$ cat src/rtl/cardinal_nic_fifo.sv
// Core-to-ring NIC with DEPTH-entry rx/tx FIFOs, occupancy/drop status registers,
// and virtual-channel phase-gated injection onto the ring.
module cardinal_nic_fifo #(
  parameter int DATA_WIDTH = 64,
  parameter int DEPTH      = 4,
  parameter int VC_BIT     = 1
) (
  input  logic                  clk,
  input  logic                  reset,
  input  logic [1:0]            addr,
  input  logic [0:DATA_WIDTH-1] d_in,
  output logic [0:DATA_WIDTH-1] d_out,
  input  logic                  nicEn,
  input  logic                  nicEnWr,
  input  logic                  net_si,
  output logic                  net_ri,
  input  logic [0:DATA_WIDTH-1] net_di,
  output logic                  net_so,
  input  logic                  net_ro,
  output logic [0:DATA_WIDTH-1] net_do,
  input  logic                  net_polarity
);

  localparam int PTR_W = $clog2(DEPTH);
  localparam int CNT_W = PTR_W + 1;
  localparam logic [CNT_W-1:0] FULL_CNT = CNT_W'(DEPTH);

  logic [0:DATA_WIDTH-1] r_rx_mem [DEPTH];
  logic [0:DATA_WIDTH-1] r_tx_mem [DEPTH];
  logic [PTR_W-1:0]      r_rx_wr_ptr, r_rx_rd_ptr, r_tx_wr_ptr, r_tx_rd_ptr;
  logic [CNT_W-1:0]      r_rx_cnt, r_tx_cnt;
  logic [7:0]            r_drop_cnt;
  logic [0:DATA_WIDTH-1] r_d_out;

  logic                  w_rd_access, w_wr_access;
  logic                  w_rx_full, w_rx_empty, w_tx_full, w_tx_empty;
  logic                  w_rx_push, w_rx_pop, w_tx_push, w_tx_pop;
  logic                  w_tx_wr, w_tx_drop, w_drop_clr;
  logic [0:DATA_WIDTH-1] w_tx_head;
  logic [0:DATA_WIDTH-1] w_rd_data;

  assign w_rd_access = nicEn & ~nicEnWr;
  assign w_wr_access = nicEn & nicEnWr;

  assign w_rx_full  = (r_rx_cnt == FULL_CNT);
  assign w_rx_empty = (r_rx_cnt == '0);
  assign w_tx_full  = (r_tx_cnt == FULL_CNT);
  assign w_tx_empty = (r_tx_cnt == '0);

  // Handshakes: a transfer happens on a rising edge where both sides assert
  // (net_si & net_ri for receive, net_so & net_ro for inject); neither side waits on the other.
  assign net_ri    = ~w_rx_full;
  assign w_rx_push = net_si & net_ri;
  assign w_rx_pop  = w_rd_access & (addr == 2'b00) & ~w_rx_empty;

  assign w_tx_head  = r_tx_mem[r_tx_rd_ptr];
  assign net_so     = ~w_tx_empty & net_ro & (w_tx_head[VC_BIT] != net_polarity);
  assign net_do     = w_tx_empty ? '0 : w_tx_head;
  assign w_tx_pop   = net_so;
  assign w_tx_wr    = w_wr_access & (addr == 2'b10);
  assign w_tx_push  = w_tx_wr & ~w_tx_full;
  assign w_tx_drop  = w_tx_wr & w_tx_full;
  assign w_drop_clr = w_wr_access & (addr == 2'b11);

  always_comb begin
    w_rd_data = '0;
    case (addr)
      2'b00:   w_rd_data = w_rx_empty ? '0 : r_rx_mem[r_rx_rd_ptr];
      2'b01:   w_rd_data = DATA_WIDTH'(r_rx_cnt);
      2'b11:   w_rd_data = (DATA_WIDTH'(r_drop_cnt) << 16) | DATA_WIDTH'(r_tx_cnt);
      default: w_rd_data = '0;
    endcase
  end

  // Storage arrays are not reset; pointers and counts define what is valid.
  always_ff @(posedge clk) begin
    if (w_rx_push) r_rx_mem[r_rx_wr_ptr] <= net_di;
    if (w_tx_push) r_tx_mem[r_tx_wr_ptr] <= d_in;
  end

  always_ff @(posedge clk or negedge reset) begin
    if (!reset) begin
      r_rx_wr_ptr <= '0;
      r_rx_rd_ptr <= '0;
      r_rx_cnt    <= '0;
    end else begin
      if (w_rx_push) r_rx_wr_ptr <= r_rx_wr_ptr + PTR_W'(1);
      if (w_rx_pop)  r_rx_rd_ptr <= r_rx_rd_ptr + PTR_W'(1);
      case ({w_rx_push, w_rx_pop})
        2'b10:   r_rx_cnt <= r_rx_cnt + CNT_W'(1);
        2'b01:   r_rx_cnt <= r_rx_cnt - CNT_W'(1);
        default: r_rx_cnt <= r_rx_cnt;
      endcase
    end
  end

  always_ff @(posedge clk or negedge reset) begin
    if (!reset) begin
      r_tx_wr_ptr <= '0;
      r_tx_rd_ptr <= '0;
      r_tx_cnt    <= '0;
    end else begin
      if (w_tx_push) r_tx_wr_ptr <= r_tx_wr_ptr + PTR_W'(1);
      if (w_tx_pop)  r_tx_rd_ptr <= r_tx_rd_ptr + PTR_W'(1);
      case ({w_tx_push, w_tx_pop})
        2'b10:   r_tx_cnt <= r_tx_cnt + CNT_W'(1);
        2'b01:   r_tx_cnt <= r_tx_cnt - CNT_W'(1);
        default: r_tx_cnt <= r_tx_cnt;
      endcase
    end
  end

  // Overflow is judged on the start-of-cycle count, so a same-cycle injection does not rescue a write.
  always_ff @(posedge clk or negedge reset) begin
    if (!reset) begin
      r_drop_cnt <= '0;
    end else if (w_drop_clr) begin
      r_drop_cnt <= '0;
    end else if (w_tx_drop && (r_drop_cnt != 8'hFF)) begin
      r_drop_cnt <= r_drop_cnt + 8'd1;
    end
  end

  always_ff @(posedge clk or negedge reset) begin
    if (!reset) begin
      r_d_out <= '0;
    end else if (w_rd_access) begin
      r_d_out <= w_rd_data;
    end
  end

  assign d_out = r_d_out;

endmodule

$ cat config.mk
export PLATFORM = sky130hd
export DESIGN_NAME = cardinal_nic_fifo
export DESIGN_NICKNAME = d
export VERILOG_FILES = /design/src/rtl/cardinal_nic_fifo.sv
export SDC_FILE = /design/constraint.sdc
export NUM_CORES = 1
export LEC_CHECK = 0
export CORE_ASPECT_RATIO = 1.2
export CORE_MARGIN = 8
export CORE_UTILIZATION = 40
export DETAILED_ROUTE_END_ITERATION = 7
export GPL_ROUTABILITY_DRIVEN = 0
export PLACE_DENSITY = 0.71
export SLEW_MARGIN = 20
export SYNTH_ARGS = -nofsm -noshare
export SYNTH_HDL_FRONTEND = slang
export SYNTH_SLANG_ARGS = --single-unit
$ cat constraint.sdc
create_clock -name clk -period 8.8 [get_ports clk]
set_input_delay 1.76 -clock clk [delete_from_list [all_inputs] [get_ports clk]]
set_output_delay 1.76 -clock clk [all_outputs]
set_load 0.01 [all_outputs]
After elaboration in Yosys (flattened, before gate mapping)

Memories as Yosys holds them, arrays and structs flattened.
Index checks and enable logic that the tools add are counted.

Register bits: 86
Memory bits (writable): 512
Input port bits: 137
Output and inout bits: 130
Word-level logic and storage cells: 65
Memories kept: 2

$add $sub $neg: 9
Eq/ne operators: 11
Multiplexer cells: 11
Bitwise gates (word level): 17
Reduce and logical (&&, ||, !) cells: 7

Memories:

| memory   | words | width | read ports | clocked after memory_dff | write ports | RTL line | source |
|---|---|---|---|---|---|---|---|
| r_rx_mem | 4     | 64    | 1          | 0                        | 1           | 28       | `logic [0:DATA_WIDTH-1] r_rx_mem [DEPTH];` |
| r_tx_mem | 4     | 64    | 1          | 0                        | 1           | 29       | `logic [0:DATA_WIDTH-1] r_tx_mem [DEPTH];` |

Operators by type and width:

| operator                                             | number |
|---|---|
| case mux 64 bit (3 select lines)                     | 1 |
| 2-to-1 mux 64 bit                                    | 2 |
| bitwise OR 24 x 3 -> 24 bit                          | 1 |
| 2-to-1 mux 8 bit                                     | 2 |
| case mux 3 bit (2 select lines)                      | 2 |
| bitwise AND 1 bit                                    | 11 |
| adder 2 x 1 -> 2 bit (second input constant)         | 4 |
| adder 8 x 1 -> 8 bit (second input constant)         | 1 |
| equality test 2 bit (second input constant)          | 4 |
| inequality test 8 bit (second input constant)        | 1 |
| adder 3 x 1 -> 3 bit (second input constant)         | 2 |
| equality test 2 x 1 -> 1 bit (second input constant) | 3 |
| equality test 3 bit (second input constant)          | 2 |
| zero test 3 bit                                      | 2 |
| nonzero test 2 bit                                   | 3 |
| subtractor 3 x 1 -> 3 bit (second input constant)    | 2 |
| NOT 1 bit                                            | 5 |
| 2-to-1 mux 1 bit                                     | 4 |
| zero test 2 bit                                      | 1 |
| logical AND 1 bit                                    | 1 |
| inequality test 1 bit                                | 1 |

Depth between registers and ports, before layout

Depth after elaboration: 6
Gate-level depth with buffers: 11
Depth with buffers taken out: 10

Worst setup path before layout

Ideal clock, no wire load.

Path type: in2reg
From: in addr[1]
To: mem r_tx_mem[0][0] (netlist name), enable pin
Setup time: 429 ps
Data arrival time: 3960 ps
Required time: 8371 ps
Path slack: 4411 ps
Cell stages on the path: 4
Path buffers: 1
Path through: buf_4 nand4b_1 a31oi_1 and2_1

Longest elaborated chain between the ends: 5

Ends and longest elaborated chain:

| what                                   | RTL line | source |
|---|---|---|
| start, declared                        | 10       | `input logic [1:0] addr,` |
| equality test 2 bit                    | 60       | `assign w_tx_wr = w_wr_access & (addr == 2'b10);` |
| bitwise AND 1 bit                      | 60       |  |
| bitwise AND 1 bit                      | 61       | `assign w_tx_push = w_tx_wr & ~w_tx_full;` |
| 2-to-1 mux 1 bit                       | 78       | `if (w_tx_push) r_tx_mem[r_tx_wr_ptr] <= d_in;` |
| 2-to-1 mux 1 bit (not written as such) | 78       |  |
| end, declared                          | 29       |  |

No other way between the ends.

Worst setup path after layout

From: reg r_tx_rd_ptr[0]
To: out net_do[62] (netlist name)

Longest elaborated chain between the ends: 2

Ends and longest elaborated chain:

| what                     | RTL line | source |
|---|---|---|
| start, declared          | 30       | `logic [PTR_W-1:0] r_rx_wr_ptr, r_rx_rd_ptr, r_tx_wr_ptr, r_tx_rd_ptr;` |
| start signal, assigned   | 104      | `if (w_tx_pop) r_tx_rd_ptr <= r_tx_rd_ptr + PTR_W'(1);` |
| memory read (4 x 64 bit) | -        |  |
| 2-to-1 mux 64 bit        | 58       | `assign net_do = w_tx_empty ? '0 : w_tx_head;` |
| end, declared            | 20       | `output logic [0:DATA_WIDTH-1] net_do,` |

No other way between the ends.

==> impl_metrics.csv <==
group,metric,value,unit
grt,grt_pass1_vias,11900,
timing,fmax,189,MHz
cells_and_area,fin_area,27900,sq um
critical_path,crit_end,"net_do[62]",
clock_tree,cts_resized,0,
grt,antenna_found_initial,12,
floorplanning,die_y,276,um
critical_path,ff2ff_setup_slack,5.56,ns
logic_synthesis,ys.warnings.count,0,
clock_tree,post_cts_buffers,0,
power_and_ir_drop,power_density,303,nW/um^2
logic_synthesis,avgSynthCellArea,21.5,sq um
critical_path,worstSetupPathType,"reg -> out",
run,maxCapViolCount,0,
clock_tree,htreeDepth,2,
timing,finalHoldViolCount,0,
clock_tree,numCtsBuffers,56,
timing,min_period,5.30,ns
power_and_ir_drop,vdd_drop_max,0.000272,V
detailed_routing,vias,11100,
logic_synthesis,netlist_instances,1047,
power_and_ir_drop,seq_power_share,44.6,%
logic_synthesis,netlist.top_cell.by_area,"edfxtp_1",
grt,grt_pass1_wl,73.8,mm
cells_and_area,nets,1479,
detailed_routing,wirelength,48.7,mm
detailed_routing,first_pass_iters,5,
logic_synthesis,synth_common_cells,"edfxtp_1 (512), mux4_2 (127), dfrtp_1 (86)",
clock_tree,cts_hold_buffers,0,
logic_synthesis,yosysMostFrequentCell,"edfxtp_1",
power_and_ir_drop,p_comb_share,26.5,%
critical_path,cp.required,7.04,ns
power_and_ir_drop,p_total,8.45,mW
power_and_ir_drop,p_clk_share,28.8,%
floorplanning,coreArea,55900,sq um
critical_path,rr_endpoint,"r_tx_cnt[2]$_DFFE_PN0P_",
logic_synthesis,synth-edff-count,512,
run_status,status,"completed",
hold_path,min_from,"d_out[47]$_DFFE_PN0N_",
clock_tree,clkLatencyLatePin,0.61,ns
logic_synthesis,async_reset_ff_share,14.4,%
critical_path,crit_path_start,"r_tx_rd_ptr[0]$_DFFE_PN0P_",
clock_tree,cts-root-buf,"clkbuf_16",
detailed_routing,viasPerCell,5.24,
floorplanning,start_util,40.3,%
clock_tree,cts_tree,"done",
detailed_routing,drc_errors,0,
detailed_routing,wl_per_cell,23.1,um
timing,fin_crit_sh,60.3,%
power_and_ir_drop,power.static_leakage,9.34,nW
timing,setup_tns,0,ns
floorplanning,row_count,95,
floorplanning,die_area,64200,sq um
timing,slew_headroom,28.8,%
placement,port_buffers,266,
cells_and_area,area_growth,23.7,%
power_and_ir_drop,switching_share,27.2,%
logic_synthesis,synth_seq_cells,598,
timing,worstMarginPinSlew,1.07,ns
logic_synthesis,synth_area_leaders,"edfxtp_1 (68%), mux4_2 (13%), dfrtp_1 (9.5%)",
floorplanning,die_w,233,um
critical_path,worstReg2RegStart,"r_tx_rd_ptr[1]$_DFFE_PN0P_",
hold_path,hold_class,"reg -> reg",
logic_synthesis,synth_top_area_share,68.2,%
timing,rsz0062_at_grt,"false",
grt,track_usage,14.9,%
logic_synthesis,ys.flop_type,"edfxtp_1",
detailed_routing,drt_iter0_drc,751,
power_and_ir_drop,p_int,6.15,mW
power_and_ir_drop,p_switching,2.30,mW
timing,drv_slew,0,
logic_synthesis,synth_cell_types,40,
critical_path,crit_arrival,3.54,ns
logic_synthesis,syn_area,22500,sq um
critical_path,critPathLaunchType,"flop",
clock_tree,cts.sinks,598,
grt,gr-total-overflow,0,
grt,grt_max_degree,67,
placement,place_area,26000,sq um
critical_path,reg2reg_depth,10,
critical_path,cp-end-kind,"output port",
timing,skew,0.0211,ns
cells_and_area,drive_gt1_share,18.1,%
placement,place_hpwl,29.1,mm
critical_path,worstPathMaxFanout,38,
floorplanning,pin_count,267,
logic_synthesis,synth_nets,1197,
clock_tree,clock_path_buffers,3,
logic_synthesis,yosysSeqAreaShare,77.8,%
timing,report.final.setup_viol,0,
timing,fin_hold_ws,0.495,ns
cells_and_area,fillers,4504,
detailed_routing,ant_nets,0,
clock_tree,clk_pin_slew,0.06,ns
cell families (layout without fill, tap and decap cells):
| family | count (synthesis) | after routing | share of synthesized area (%) |
|---|---|---|---|
| and+or+nand+nor | 137 | 137 | 3.48 |
| adders and majority gates | 13 | 13 | 0.788 |
| muxes | 134 | 134 | 13.0 |
| DFF | 598 | 598 | 77.8 |
| AOI/OAI and AO/OA | 83 | 83 | 3.00 |
| other | 0 | 7 | 0 |
| xor gates and xnor gates | 14 | 14 | 0.544 |
| buffers and inverters | 68 | 398 | 1.39 |
layout make-up:
class                   count  area, sq um  area share (%)
diodes                      7         17.5          0.0628
clock buffers              75         1560            5.60
clock inverters            31          314            1.13
inverters                  14         52.6           0.188
multi-input cells         381         4730            17.0
flip-flops and latches    598        17500            62.9
well taps                 727          910            3.26
repair buffers            278         2750            9.88
through the flow:
stage	worst slack [ns]	util, %	instances
6_report	3.50	49.9	2111
5_1_grt	3.23	49.9	2104
4_1_cts	3.35	49.9	2104
3_5_place_dp	3.72	46.5	1998
3_3_place_gp	3.74	46.5	1998
2_1_floorplan	4.41	-	1047
power by group through the flow:
stage	logic, mW	registers [mW]	clock network [mW]
floorplan	1.43	3.67	0
global placement	2.27	3.82	0
detailed placement	2.29	3.84	0
CTS	2.30	3.78	2.49
global route	2.41	3.82	2.60
finish	2.24	3.77	2.43
sequential cells by signal (all words and copies together), names as in the netlist:
| register | flops |
|---|---|
| d_out | 64 |
| r_drop_cnt | 8 |
| r_rx_cnt | 3 |
| r_rx_mem | 256 |
| r_rx_rd_ptr | 2 |
| r_rx_wr_ptr | 2 |
| r_tx_cnt | 3 |
| r_tx_mem | 256 |
| r_tx_rd_ptr | 2 |
| r_tx_wr_ptr | 2 |
critical path, stage by stage, from the launching register on:
cell,delay (ns)
dfrtp_4,0.97
buf_4,0.65
mux4_2,0.59
and2_1,0.19
clkdlybuf4s50_1,0.48
cells in the final DEF, fill, tap and decap left out, types with 10 or more instances in the layout:
master	instances
mux4_2	127
and2_1	65
inv_1	14
buf_4	12
a22o_1	53
clkbuf_1	10
clkdlybuf4s50_1	265
clkbuf_16	56
dfrtp_1	82
ha_1	11
edfxtp_1	512
nor2_1	27
clkinv_2	12
a221oi_1	11
worst min-delay path by stage:
stage | end | slack (ns) | cells after the start
2_1_floorplan | r_rx_cnt[0]$_DFFE_PN0P_ | 0.47 | 1
3_3_place_gp | d_out[47]$_DFFE_PN0N_ | 0.48 | 2
3_5_place_dp | d_out[47]$_DFFE_PN0N_ | 0.49 | 2
4_1_cts | d_out[47]$_DFFE_PN0N_ | 0.50 | 2
5_1_grt | d_out[47]$_DFFE_PN0N_ | 0.52 | 2
6_report | d_out[47]$_DFFE_PN0N_ | 0.49 | 2
metal layers:
layer  GRT usage (%)  up-vias  share of wire, %
li1                -     4854                 -
met1            18.4     5789                40
met2            24.4      356                49
met3            6.02       61               9.7
met4            3.20       12               1.4
met5               0        -              0.17
Note: power is estimated with default switching activity, not from simulation.
